**src/rtl/fft12_pkg.sv**
```systemverilog
// Shared constants and types for the 12-point FFT frame controller.
package fft12_pkg;

  localparam int FFT_N  = 12;
  localparam int IDX_W  = 4;
  localparam int CPLX_W = 16;

  localparam logic [IDX_W-1:0] IDX_LAST = IDX_W'(FFT_N - 1);

  typedef struct packed {
    logic signed [CPLX_W-1:0] re;
    logic signed [CPLX_W-1:0] im;
  } cplx_t;

  typedef enum logic [1:0] {
    FILL,
    FULL,
    SETTLE
  } in_state_t;

endpackage

```
**src/rtl/fft12_frame_ctrl_if.sv**
```systemverilog
// Serial sample/bin streams and error strobe of fft12_frame_ctrl.
// With FFT12_FRAME_TAG_EN defined the bin stream also carries out_tag.
interface fft12_frame_ctrl_if #(
  parameter int W = 16
) ();

  logic                in_valid;
  logic                in_ready;
  logic signed [W-1:0] in_re;
  logic signed [W-1:0] in_im;
  logic                in_last;

  logic                out_valid;
  logic                out_ready;
  logic signed [W-1:0] out_re;
  logic signed [W-1:0] out_im;
  logic                out_last;
  logic                err_len;
`ifdef FFT12_FRAME_TAG_EN
  logic [7:0]          out_tag;
`endif

  modport slave (
`ifdef FFT12_FRAME_TAG_EN
    output out_tag,
`endif
    input  in_valid, in_re, in_im, in_last, out_ready,
    output in_ready, out_valid, out_re, out_im, out_last, err_len
  );

  modport master (
`ifdef FFT12_FRAME_TAG_EN
    input  out_tag,
`endif
    output in_valid, in_re, in_im, in_last, out_ready,
    input  in_ready, out_valid, out_re, out_im, out_last, err_len
  );

endinterface

```
**src/rtl/fft12_out_serializer.sv**
```systemverilog
// 12-entry bin buffer drained serially with valid/ready; avail_o tells the input
// side the buffer is (or becomes this cycle) empty. FFT12_FRAME_TAG_EN adds out_tag_o.
module fft12_out_serializer
  import fft12_pkg::*;
#(
  parameter int W = 16
) (
  input  logic                clk,
  input  logic                rst,
  input  logic                cap_i,
  input  logic [FFT_N*W-1:0]  cap_re_i,
  input  logic [FFT_N*W-1:0]  cap_im_i,
  input  logic                out_ready_i,
  output logic                out_valid_o,
  output logic signed [W-1:0] out_re_o,
  output logic signed [W-1:0] out_im_o,
  output logic                out_last_o,
`ifdef FFT12_FRAME_TAG_EN
  output logic [7:0]          out_tag_o,
`endif
  output logic                avail_o
);

  logic                full_q, full_d;
  logic [IDX_W-1:0]    didx_q, didx_d;
  logic signed [W-1:0] bin_re_q [FFT_N];
  logic signed [W-1:0] bin_im_q [FFT_N];
  logic                at_last;
  logic                xfer;

  assign at_last = (didx_q == IDX_LAST);
  assign xfer    = full_q && out_ready_i;

  always_comb begin
    full_d = full_q;
    didx_d = didx_q;
    if (xfer) begin
      if (at_last) begin
        full_d = 1'b0;
        didx_d = '0;
      end else begin
        didx_d = didx_q + IDX_W'(1);
      end
    end
    // Capture is only issued into an empty buffer, so it never races a drain.
    if (cap_i) begin
      full_d = 1'b1;
    end
  end

  always_ff @(posedge clk) begin
    if (rst) begin
      full_q <= 1'b0;
      didx_q <= '0;
    end else begin
      full_q <= full_d;
      didx_q <= didx_d;
    end
  end

  always_ff @(posedge clk) begin
    if (cap_i) begin
      for (int k = 0; k < FFT_N; k++) begin
        bin_re_q[k] <= cap_re_i[k*W +: W];
        bin_im_q[k] <= cap_im_i[k*W +: W];
      end
    end
  end

  // Data is gated by full so the outputs read zero after reset without clearing the buffer.
  assign out_valid_o = full_q;
  assign out_re_o    = full_q ? bin_re_q[didx_q] : '0;
  assign out_im_o    = full_q ? bin_im_q[didx_q] : '0;
  assign out_last_o  = full_q && at_last;
  assign avail_o     = !full_q || (out_ready_i && at_last);

`ifdef FFT12_FRAME_TAG_EN
  logic [7:0] tag_q, tag_d;

  always_comb begin
    tag_d = tag_q;
    if (cap_i) begin
      tag_d = tag_q + 8'd1;
    end
  end

  always_ff @(posedge clk) begin
    if (rst) begin
      tag_q <= '0;
    end else begin
      tag_q <= tag_d;
    end
  end

  assign out_tag_o = tag_q;
`endif

endmodule

```
**src/rtl/fft12_frame_ctrl.sv**
```systemverilog
// Frame sequencer for the 12-point combinational FFT: collects 12 samples, lets the
// core settle CORE_LAT cycles, captures the bins. Optional macro: FFT12_FRAME_TAG_EN.
module fft12_frame_ctrl
  import fft12_pkg::*;
#(
  parameter int W        = 16,
  parameter int CORE_LAT = 1
) (
  input  logic               clk,
  input  logic               rst,
  fft12_frame_ctrl_if.slave  fc,
  output logic [FFT_N*W-1:0] core_x_re,
  output logic [FFT_N*W-1:0] core_x_im,
  input  logic [FFT_N*W-1:0] core_X_re,
  input  logic [FFT_N*W-1:0] core_X_im
);

  localparam logic [2:0] CNT_LOAD = 3'(CORE_LAT);

  in_state_t           state_q, state_d;
  logic [IDX_W-1:0]    idx_q, idx_d;
  logic [2:0]          cnt_q, cnt_d;
  logic                err_q, err_d;
  logic                wr_en;
  logic                cap;
  logic                avail;
  logic                in_xfer;
  logic signed [W-1:0] x_re_q [FFT_N];
  logic signed [W-1:0] x_im_q [FFT_N];

  assign fc.in_ready = (state_q == FILL);
  assign fc.err_len  = err_q;
  assign in_xfer     = fc.in_valid && (state_q == FILL);

  always_comb begin
    state_d = state_q;
    idx_d   = idx_q;
    cnt_d   = cnt_q;
    err_d   = 1'b0;
    wr_en   = 1'b0;
    cap     = 1'b0;
    unique case (state_q)
      FILL: begin
        if (in_xfer) begin
          if (idx_q == IDX_LAST) begin
            // Twelfth sample always completes the frame; a missing in_last is only flagged.
            wr_en   = 1'b1;
            idx_d   = '0;
            err_d   = !fc.in_last;
            cnt_d   = CNT_LOAD;
            state_d = avail ? SETTLE : FULL;
          end else if (fc.in_last) begin
            idx_d = '0;
            err_d = 1'b1;
          end else begin
            wr_en = 1'b1;
            idx_d = idx_q + IDX_W'(1);
          end
        end
      end
      FULL: begin
        if (avail) begin
          cnt_d   = CNT_LOAD;
          state_d = SETTLE;
        end
      end
      SETTLE: begin
        if (cnt_q == 3'd1) begin
          cap     = 1'b1;
          state_d = FILL;
        end else begin
          cnt_d = cnt_q - 3'd1;
        end
      end
      default: state_d = FILL;
    endcase
  end

  always_ff @(posedge clk) begin
    if (rst) begin
      state_q <= FILL;
      idx_q   <= '0;
      cnt_q   <= '0;
      err_q   <= 1'b0;
    end else begin
      state_q <= state_d;
      idx_q   <= idx_d;
      cnt_q   <= cnt_d;
      err_q   <= err_d;
    end
  end

  // Frame register drives the core directly and is held stable through SETTLE.
  always_ff @(posedge clk) begin
    if (rst) begin
      for (int k = 0; k < FFT_N; k++) begin
        x_re_q[k] <= '0;
        x_im_q[k] <= '0;
      end
    end else if (wr_en) begin
      x_re_q[idx_q] <= fc.in_re;
      x_im_q[idx_q] <= fc.in_im;
    end
  end

  always_comb begin
    core_x_re = '0;
    core_x_im = '0;
    for (int k = 0; k < FFT_N; k++) begin
      core_x_re[k*W +: W] = x_re_q[k];
      core_x_im[k*W +: W] = x_im_q[k];
    end
  end

  fft12_out_serializer #(
    .W (W)
  ) u_ser (
    .clk         (clk),
    .rst         (rst),
    .cap_i       (cap),
    .cap_re_i    (core_X_re),
    .cap_im_i    (core_X_im),
    .out_ready_i (fc.out_ready),
    .out_valid_o (fc.out_valid),
    .out_re_o    (fc.out_re),
    .out_im_o    (fc.out_im),
    .out_last_o  (fc.out_last),
`ifdef FFT12_FRAME_TAG_EN
    .out_tag_o   (fc.out_tag),
`endif
    .avail_o     (avail)
  );

endmodule

```
**src/flat_wrapper.sv**
```systemverilog
// flat-port wrapper written by rule: the top's interface ports become plain ports
module fft12_frame_ctrl_flat import fft12_pkg::*;
#(
  parameter int W        = 16,
  parameter int CORE_LAT = 1
)
  (clk, rst, core_x_re, core_x_im, core_X_re, core_X_im, fc_in_valid, fc_in_re, fc_in_im, fc_in_last, fc_out_ready, fc_in_ready, fc_out_valid, fc_out_re, fc_out_im, fc_out_last, fc_err_len);
  fft12_frame_ctrl_if #(.W(W)) fc_i ();
  input  logic clk;
  input  logic rst;
  output logic [FFT_N*W-1:0] core_x_re;
  output logic [FFT_N*W-1:0] core_x_im;
  input  logic [FFT_N*W-1:0] core_X_re;
  input  logic [FFT_N*W-1:0] core_X_im;
  input wire logic [$bits(fc_i.in_valid)-1:0] fc_in_valid;
  input wire logic [$bits(fc_i.in_re)-1:0] fc_in_re;
  input wire logic [$bits(fc_i.in_im)-1:0] fc_in_im;
  input wire logic [$bits(fc_i.in_last)-1:0] fc_in_last;
  input wire logic [$bits(fc_i.out_ready)-1:0] fc_out_ready;
  output wire logic [$bits(fc_i.in_ready)-1:0] fc_in_ready;
  output wire logic [$bits(fc_i.out_valid)-1:0] fc_out_valid;
  output wire logic [$bits(fc_i.out_re)-1:0] fc_out_re;
  output wire logic [$bits(fc_i.out_im)-1:0] fc_out_im;
  output wire logic [$bits(fc_i.out_last)-1:0] fc_out_last;
  output wire logic [$bits(fc_i.err_len)-1:0] fc_err_len;
  assign fc_i.in_valid = fc_in_valid;
  assign fc_i.in_re = fc_in_re;
  assign fc_i.in_im = fc_in_im;
  assign fc_i.in_last = fc_in_last;
  assign fc_i.out_ready = fc_out_ready;
  assign fc_in_ready = fc_i.in_ready;
  assign fc_out_valid = fc_i.out_valid;
  assign fc_out_re = fc_i.out_re;
  assign fc_out_im = fc_i.out_im;
  assign fc_out_last = fc_i.out_last;
  assign fc_err_len = fc_i.err_len;
  fft12_frame_ctrl #(.W(W), .CORE_LAT(CORE_LAT)) u_core (.clk(clk), .rst(rst), .fc(fc_i), .core_x_re(core_x_re), .core_x_im(core_x_im), .core_X_re(core_X_re), .core_X_im(core_X_im));
endmodule
```
**config.mk**
```make
export PLATFORM = sky130hd
export DESIGN_NAME = fft12_frame_ctrl_flat
export DESIGN_NICKNAME = d
export VERILOG_FILES = /design/src/rtl/fft12_pkg.sv /design/src/rtl/fft12_frame_ctrl_if.sv /design/src/rtl/fft12_out_serializer.sv /design/src/rtl/fft12_frame_ctrl.sv /design/src/flat_wrapper.sv
export SDC_FILE = /design/constraint.sdc
export NUM_CORES = 1
export LEC_CHECK = 0
export BUFFER_PORTS_ARGS = -buffer_cell sky130_fd_sc_hd__buf_2
export CAP_MARGIN = 0
export CORE_AREA = 4 4 325 327
export CTS_CLUSTER_DIAMETER = 200
export DETAILED_ROUTE_END_ITERATION = 12
export DIE_AREA = 0 0 329 331
export SETUP_SLACK_MARGIN = 0.15
export SYNTH_ARGS = -nofsm -noshare
export SYNTH_HDL_FRONTEND = slang
export SYNTH_SLANG_ARGS = --single-unit
```
**constraint.sdc**
```tcl
create_clock -name clk -period 10.29 [get_ports clk]
set_clock_uncertainty 0.2 [all_clocks]
set_input_delay 3.087 -clock clk [delete_from_list [all_inputs] [get_ports clk]]
set_output_delay 3.087 -clock clk [all_outputs]
set_load 0.02 [all_outputs]
```
## Word level (Yosys, flattened, before mapping)

Memory sizes are Yosys's and may differ from the RTL's. A register that Yosys moved wholly into a read port is not among the register bits.
Index checks and enable logic that the tools add are counted.

| storage, ports and cells | value |
|---|---|
| bits in registers | 15 |
| latch bits | 0 |
| memory bits (writable) | 768 |
| memory bits (read-only) | 0 |
| input port bits | 421 |
| output and inout port bits | 420 |
| memories kept | 4 |

Memory list:

| name | words | bits a word | rd ports | clocked after memory_dff | write ports | line | text |
|---|---|---|---|---|---|---|---|
| u_core.u_ser.bin_im_q | 12 | 16 | 1 | 1 | 12 | fft12_out_serializer.sv:27 | `logic signed [W-1:0] bin_im_q [FFT_N];` |
| u_core.u_ser.bin_re_q | 12 | 16 | 1 | 1 | 12 | fft12_out_serializer.sv:26 | `logic signed [W-1:0] bin_re_q [FFT_N];` |
| u_core.x_im_q | 12 | 16 | 12 | 0 | 12 | fft12_frame_ctrl.sv:29 | `logic signed [W-1:0] x_im_q [FFT_N];` |
| u_core.x_re_q | 12 | 16 | 12 | 0 | 12 | fft12_frame_ctrl.sv:28 | `logic signed [W-1:0] x_re_q [FFT_N];` |

| cells by class | value |
|---|---|
| $add $sub $neg | 3 |
| multiply operators | 0 |
| div/mod/pow operators | 0 |
| magnitude comparators | 0 |
| equality and inequality tests | 10 |
| shift operators | 0 |
| multiplexer cells | 44 |
| bitwise operators | 2 |
| reduce and logical (&&, ||, !) cells | 18 |

Operators with widths:

| cell | count |
|---|---|
| two-way mux 16 bit | 4 |
| two-way mux 4 bit | 9 |
| OR reduction 16 bit | 2 |
| two-way mux 1 bit | 20 |
| two-way mux 3 bit | 4 |
| two-way mux 2 bit | 5 |
| one-hot mux 3 bit (3 select lines) | 1 |
| adder 4 x 1 -> 4 bit, second input constant | 2 |
| == test 4 bit, second input constant | 2 |
| != test 2 x 1 -> 1 bit, second input constant | 4 |
| one-hot mux 2 bit (3 select lines) | 1 |
| AND reduction 5 bit | 1 |
| logical AND 1 bit | 4 |
| AND reduction 2 bit | 2 |
| AND reduction 4 bit | 1 |
| nonzero test 2 bit | 2 |
| == test 3 x 1 -> 1 bit, second input constant | 1 |
| nonzero test 3 bit | 1 |
| OR reduction 3 bit | 1 |
| subtractor 3 x 1 -> 3 bit, second input constant | 1 |
| == test 2 x 1 -> 1 bit, second input constant | 1 |
| == test 2 bit, second input constant | 1 |
| logical NOT 1 bit | 2 |
| logical NOT 2 bit | 1 |
| 3 further kinds | 4 |

## Longest topological paths before layout

Gate-level depths: netlist (run 1).

| depth | value |
|---|---|
| word-level depth | 9 |
| depth in mapped cells | 9 |
| mapped depth without buffers | 6 |

## Cells and area by module

From an unflattened synthesis (run 1), not the netlist that was laid out.

| unflattened totals | value |
|---|---|
| cells, all modules | 1,649 |
| area total of the unflattened synthesis | 29,449.5 um2 |

Modules (own cells, without submodules):

| module | times used | cells each | area an instance (um2) | seq. area each (um2) |
|---|---|---|---|---|
| fft12_out_serializer | 1 | 645 | 14,874.3 | 11,711.2 |
| fft12_frame_ctrl | 1 | 1,004 | 14,575.2 | 11,731.3 |

## Least setup slack after synthesis (run 1)

OpenSTA, ideal clock, no wires.

| timing | value |
|---|---|
| path kind | register to register |
| from | register u_core.cnt_q[1] |
| to | memory u_core.u_ser.bin_im_q[0][0], enable pin |
| setup time | 0.734 ns |
| arrival time | 8.183 ns |
| data required time | 9.356 ns |
| path slack | 1.172 ns |
| stages on the path, launching flop included | 6 |
| path buffers | 0 |
| cells stage by stage | dfxtp_1 > inv_1 > ha_1 > nor2b_1 > nand2_1 > inv_1 |

RTL lines:

| what | line | text |
|---|---|---|
| start: declaration | fft12_frame_ctrl.sv:22 | `logic [2:0] cnt_q, cnt_d;` |
| start signal: assignment | fft12_frame_ctrl.sv:88 | `cnt_q <= cnt_d;` |
| end: declaration | fft12_out_serializer.sv:27 |  |

==> out/results.tsv, run 1 <==
stage	metric	value	unit
placement	place_congestion	0.8147	
logic_synthesis	post-synth-top-area-cell	edfxtp_1	
route	vias	18655	
setup_path	rrSetupSlack	6.25	ns
cts	ctsResizeCount	0	
hold_path	hold_depth	2	
placement	dpl.hpwl	73640	um
layout	area_growth	28.85	%
cts	htreeDepth	3	
floorplanning	rows	118	
cts	clk_latency	0.65	ns
cts	clock-sinks	787	
setup_path	cp.required	7.00	ns
setup_path	cp_max_fo	47	
sta	setup_tns	0	ns
layout	final.fill_count	9803	
layout	drive_above_1_share	41.24	%
cts	cts_root_buf	clkbuf_16	
setup_path	cpLargestDelayFamily	buffers and inverters	
route	ant_nets	0	
setup_path	crit_chain	buf_4 -> mux4_2 -> nor2_1 -> nor4_1 -> buf_2	
grt	grt-ovfl-total	0	
logic_synthesis	synthArstFlopShare	0	%
setup_path	cp-end-kind	output port	
sta	timing.final.crit_share	68.33	%
route	drt-wirelength-per-cell	24.51	um
layout	final_common_cell	buf_2	
sta	slew_headroom	22.60	%
floorplanning	fp.dieW	329	um
route	vias_per_cell	4.535	
sta	rsz0062_at_grt	no	
pwr	clockPowerShare	43.0	%
setup_path	critPathLaunchType	flip-flop	
logic_synthesis	synthCells	1813	
floorplanning	io_pins	841	
sta	min_period	7.031	ns
cts	cts_tree	yes	
pwr	p_sw	1.530	mW
pwr	ir_worst_vdd	0.1351	mV
grt	grt_usage	17.68	%
outcome	outcome	finished clean	
logic_synthesis	ys_seq_area_share	79.57	%
floorplanning	core	102900	sq um
placement	placed_area	35240	sq um
sta	setup_ws	3.259	ns
sta	slew_violations	0	
sta	final-hold-violation-count	0	
logic_synthesis	synth_top_area_share	78.28	%
cts	path_clk_slew	0.06	ns
setup_path	r2r_end	u_core.u_ser.bin_re_q[3][4]$_DFFE_PP_	
logic_synthesis	post_synth.cell_area_avg	16.25	sq um
route	drc	0	
sta	tightest_slew	1.161	ns
floorplanning	die_h	331	um
logic_synthesis	synthFlopType	edfxtp_1	
pwr	leakagePower	14.16	nW
cts	post_cts_buffers	0	
setup_path	slowest_stage	dfxtp_4	
grt	grt_max_degree	197	
logic_synthesis	synth_cell_types	37	
sta	fmax	0.1422	GHz
setup_path	arrival	3.74	ns
setup_path	critPathMaxStageDelay	0.83	ns
setup_path	cp.depth	5	
placement	pre_cts_ws	3.928	ns
sta	setup_viol	0	
grt	grt_pass1_wl	136000	um
layout	layout_common_cells	840 x buf_2, 768 x edfxtp_1, 411 x nor2_1	
hold_path	hp-class	flip-flop to flip-flop	
logic_synthesis	syn_nets	2242	
grt	antenna_found_initial	23	
pwr	p_per_area	182.6	nW/um^2
logic_synthesis	ys_ff_latch	787	
layout	fin_area	37960	sq um
layout	nets	3092	
setup_path	critical_path_buf_inv_count	2	
setup_path	timing.rr.start	u_core.cnt_q[1]$_SDFFE_PP0P_	
logic_synthesis	syn_area	29460	sq um
floorplanning	dieArea	108900	sq um
logic_synthesis	synth-edff-count	768	
route	drt-initial-drc-count	1716	
pwr	switching_share	22.08	%
logic_synthesis	synth_area_leaders	edfxtp_1 78%, nor2_1 5.2%, mux2_2 3.2%, mux4_2 2.4%, mux2i_1 1.7%	
pwr	p_int	5.401	mW
logic_synthesis	ys_warn_count	0	
cts	hold_buffers	0	
cts	numCtsBuffers	84	
cts	cts_buffer_depth	3	
setup_path	worstSetupPathType	flip-flop to output port	
run	cap_violations	0	
setup_path	rr_worst_depth	7	
pwr	seqPwrFrac	52.0	%
grt	grt_pass1_vias	18669	
setup_path	cp-endpoint	fc_out_re[3]	
floorplanning	start_util	28.63	%
route	finalWirelength	100800	um
pwr	combPwrFrac	5.0	%
placement	io_buffers	840	
route	drt_pass1_iterations	5	
sta	fin_hold_ws	0.3085	ns
flip-flops by register name, indices dropped and copies added (netlist names), 2 cells and up, named ones only:
register and cells:
u_core.u_ser.bin_im_q 192, u_core.idx_q 4, u_core.x_re_q 192, u_core.u_ser.bin_re_q 192, u_core.x_im_q 192, u_core.state_q 2
u_core.u_ser.didx_q 4, u_core.cnt_q 3
layer usage:
metal	vias to the layer above	track usage, %	wire [um]	share of wire (%)
met1	9136	21.70	38800	38
met2	951	30.64	50690	50
met4	0	6.397	3303	3.3
met5	-	0	0	0
li1	8407	-	-	-
met3	161	3.975	8050	8.0
final cells by class:
| class | instances | area [sq um] | share of cell area (%) |
|---|---|---|---|
| Multi-Input combinational cell | 919 | 5620 | 14.81 |
| Clock inverter | 50 | 503.0 | 1.325 |
| Tap cell | 1380 | 1727 | 4.549 |
| Clock buffer | 96 | 2190 | 5.768 |
| Inverter | 8 | 37.54 | 0.09889 |
| Sequential cell | 787 | 23450 | 61.78 |
| Timing Repair Buffer | 863 | 4402 | 11.60 |
| Antenna cell | 11 | 27.53 | 0.07252 |
Yosys cell counts (all sizes together) (2+ instances only):
master  instances
nor3            5
ha              8
nand2b          3
mux2           83
nand4b          2
nor2b          19
inv             8
nand2         123
or3b            2
nor2          412
a22oi          19
mux4           32
or2             2
and2            5
clkbuf         53
mux2i          51
buf            46
a21o           13
a211oi         16
edfxtp        768
nand3          21
o21ai          68
a21oi          12
nor4           14
dfxtp          19
nand3b          2
stage by stage:
stage          util [%]  total power [mW]  instances
4_1_cts           36.86             7.014       4103
3_5_place_dp      34.24             4.027       3957
6_report          36.89             6.931       4114
2_1_floorplan         -             3.810       1813
5_1_grt           36.89             7.166       4114
3_3_place_gp      34.24             4.025       3957
power groups by stage:
stage | clock network, mW | registers, mW | logic, mW
5_1_grt | 3.19 | 3.61 | 0.368
6_report | 2.98 | 3.61 | 0.343
2_1_floorplan | 0 | 3.75 | 0.0606
3_3_place_gp | 0 | 3.68 | 0.349
4_1_cts | 3.05 | 3.61 | 0.352
3_5_place_dp | 0 | 3.68 | 0.351
kinds of logic (layout without fill, tap and decap cells):
family          after synthesis  in the layout  synth area share [%]
simple gates                613            613                 8.469
buf+inv                     107           1017                 1.580
flops                       787            787                 79.57
mux                         166            166                 7.352
fa+ha+maj                     8              8                0.3398
other cells                   0             11                     0
compound gates              132            132                 2.688
worst register-to-register path: stages, from the launching register on:
cell and delay (ns):
dfxtp_1 0.30, inv_1 0.08, ha_1 0.18, nor2b_1 0.19, nand2_1 0.19, inv_8 0.61
buf_12 0.79, buf_4 1.06
how the worst min path moves through the flow:
stage	end	start	slack [ns]
after floorplan	u_core.cnt_q[0]$_SDFFE_PP0P_	u_core.cnt_q[0]$_SDFFE_PP0P_	0.26
after global placement	u_core.cnt_q[0]$_SDFFE_PP0P_	u_core.cnt_q[0]$_SDFFE_PP0P_	0.29
after detailed placement	u_core.cnt_q[0]$_SDFFE_PP0P_	u_core.cnt_q[0]$_SDFFE_PP0P_	0.30
after CTS	u_core.cnt_q[0]$_SDFFE_PP0P_	u_core.cnt_q[0]$_SDFFE_PP0P_	0.31
after global routing	u_core.u_ser.didx_q[1]$_SDFFE_PP0P_	u_core.u_ser.didx_q[1]$_SDFFE_PP0P_	0.36
final	u_core.cnt_q[0]$_SDFFE_PP0P_	u_core.cnt_q[0]$_SDFFE_PP0P_	0.31
(Power assumes the default switching activity.)
==> run 2, diff against run 1 <==
==> constraint.sdc (replaced) <==
create_clock -name clk -period 7.3 [get_ports clk]
set_clock_uncertainty 0.2 [all_clocks]
set_input_delay 2.19 -clock clk [delete_from_list [all_inputs] [get_ports clk]]
set_output_delay 2.19 -clock clk [all_outputs]
set_load 0.02 [all_outputs]
==> out/results.tsv, run 2 (synthesized netlist as in run 1, its figures left out) <==
stage	metric	value	unit	change
floorplanning	dieArea	108900	sq um	unchanged
cts	post_cts_buffers	0		unchanged
placement	dpl.hpwl	74100	um	was 73640 um
setup_path	arrival	3.60	ns	was 3.74 ns
route	vias_per_cell	4.491		was 4.535
layout	nets	3086		was 3092
sta	min_period	5.990	ns	
pwr	p_sw	2.226	mW	was 1.530 mW
cts	clock-sinks	787		unchanged
setup_path	cp-end-kind	output port		unchanged
setup_path	crit_chain	buf_12 -> mux4_2 -> nor2_1 -> nor4_1 -> buf_2		was buf_4 -> mux4_2 -> nor2_1 -> nor4_1 -> buf_2
setup_path	worstSetupPathType	flip-flop to output port		unchanged
layout	finalNonFillerCells	4121		was 4114
setup_path	cpLargestDelayFamily	simple AND/OR/NAND/NOR gates		was buffers and inverters
cts	htreeDepth	3		unchanged
route	vias	18506		was 18655
placement	io_buffers	840		unchanged
placement	dp_cells	3950		was 3957
floorplanning	die_h	331	um	unchanged
layout	drive_above_1_share	41.14	%	was 41.24%
sta	rsz0062_at_grt	no		unchanged
route	drt-wirelength-per-cell	24.71	um	was 24.51 um
cts	cts_root_buf	clkbuf_16		unchanged
floorplanning	start_util	28.63	%	unchanged
pwr	combPwrFrac	4.7	%	was 5.0%
cts	clk_latency	0.65	ns	about the same
layout	final_common_cell	buf_2		unchanged
floorplanning	rows	118		unchanged
cts	ctsResizeCount	0		unchanged
pwr	switching_share	22.11	%	was 22.08%
floorplanning	core	102900	sq um	unchanged
pwr	seqPwrFrac	50.5	%	was 52.0%
layout	final.fill_count	9817		was 9803
grt	grt_pass1_wl	136300	um	was 136000 um
pwr	leakagePower	14.22	nW	was 14.16 nW
sta	slew_violations	0		unchanged
pwr	clockPowerShare	44.7	%	was 43.0%
route	drt-initial-drc-count	1702		was 1716
pwr	ir_worst_vdd	0.1941	mV	was 0.1351 mV
outcome	outcome	finished clean		unchanged
grt	grt-ovfl-total	0		unchanged
setup_path	critPathLaunchType	flip-flop		unchanged
cts	hold_buffers	0		unchanged
grt	grt_usage	17.84	%	was 17.68%
cts	numCtsBuffers	85		was 84
sta	setup_tns	0	ns	unchanged
pwr	p_per_area	263.8	nW/um^2	was 182.6 nW/um^2
setup_path	critical_path_buf_inv_count	2		unchanged
sta	timing.final.crit_share	82.05	%	
floorplanning	io_pins	841		unchanged
placement	place_congestion	0.8407		was 0.8147
setup_path	cp_max_fo	58		was 47
route	drt_pass1_iterations	6		was 5
grt	grt_max_degree	200		was 197
sta	slew_headroom	18.82	%	was 22.60%
sta	fmax	0.1669	GHz	
layout	layout_common_cells	840 x buf_2, 768 x edfxtp_1, 411 x nor2_1		unchanged
hold_path	hp-class	flip-flop to flip-flop		unchanged
route	finalWirelength	101800	um	was 100800 um
sta	final-hold-violation-count	0		unchanged
floorplanning	fp.dieW	329	um	unchanged
sta	setup_viol	0		unchanged
layout	fin_util	37.09	%	was 36.89%
sta	tightest_slew	1.218	ns	was 1.161 ns
pwr	p_int	7.842	mW	was 5.401 mW
run	cap_violations	0		unchanged
grt	grt_pass1_vias	18417		was 18669
grt	antenna_found_initial	29		was 23
cts	path_clk_slew	0.06	ns	about the same
cts	cts_tree	yes		unchanged
layout	area_growth	29.54	%	was 28.85%
route	drc	0		unchanged
setup_path	cp.required	4.91	ns	was 7.00 ns
route	ant_nets	0		unchanged
cts	cts_buffer_depth	3		unchanged
setup_path	critPathMaxStageDelay	0.89	ns	was 0.83 ns
setup_path	slowest_stage	nor4_1		was dfxtp_4
[run 2: path summary, 6_finish.rpt]
path | slack (ns) | to | start | depth (start not counted)
worst max-delay path | 1.31 | fc_out_im[15] | flip-flop | 5
worst min-delay path | 0.30 | u_core.u_ser.didx_q[1]$_SDFFE_PP0P_ | u_core.u_ser.didx_q[1]$_SDFFE_PP0P_ | 2
worst max register to register | 3.44 | u_core.x_im_q[6][0]$_SDFFCE_PN0P_ | u_core.idx_q[3]$_SDFFE_PP0P_ | 7
worst min register to register | 0.30 | u_core.u_ser.didx_q[1]$_SDFFE_PP0P_ | u_core.u_ser.didx_q[1]$_SDFFE_PP0P_ | 2
[run 2: layout make-up]
cell class	instances	area (sq um)	share of cell area, %
clock inverters	53	721.9	1.892
clock buffers	104	2198	5.760
well taps	1380	1727	4.524
multi-input cells	919	5620	14.73
diodes	14	35.03	0.09180
repair buffers	856	4374	11.46
flip-flops and latches	787	23450	61.45
inverters	8	33.78	0.08852
[run 2: per-stage QoR]
step                      total power [mW]  hold slack (ns)  area (sq um)  worst slack, ns
after floorplan                      5.369           0.2645         29460           0.1886
after global placement               5.668           0.2848         35210            1.941
after detailed placement             5.670           0.2934         35210            1.882
after CTS                            10.20           0.3060         38130            1.133
after global routing                 10.42           0.3350         38150            1.134
final                                10.07           0.3009         38160            1.310
[run 2: layer usage]
metal / GRT usage, % / vias up / part of all wire (%)
li1: - / 8429 / -
met1: 21.23 / 8928 / 37
met2: 30.02 / 933 / 49
met3: 5.927 / 206 / 10
met4: 6.923 / 10 / 4.0
met5: 0 / - / 0.066
[run 2: power by group through the flow]
stage | clock network [mW] | logic [mW] | registers (mW)
global route | 4.82 | 0.509 | 5.09
detailed placement | 0 | 0.486 | 5.18
global placement | 0 | 0.483 | 5.18
finish | 4.50 | 0.476 | 5.09
CTS | 4.62 | 0.487 | 5.09
floorplan | 0 | 0.0855 | 5.28
[run 2: tightest hold or removal path, delay by kind of cell, from the launching register on]
kind               cells  cell delay, ns
and+or+nand+nor        1            0.05
DFF                    1            0.32
AOI/OAI and AO/OA      1            0.07
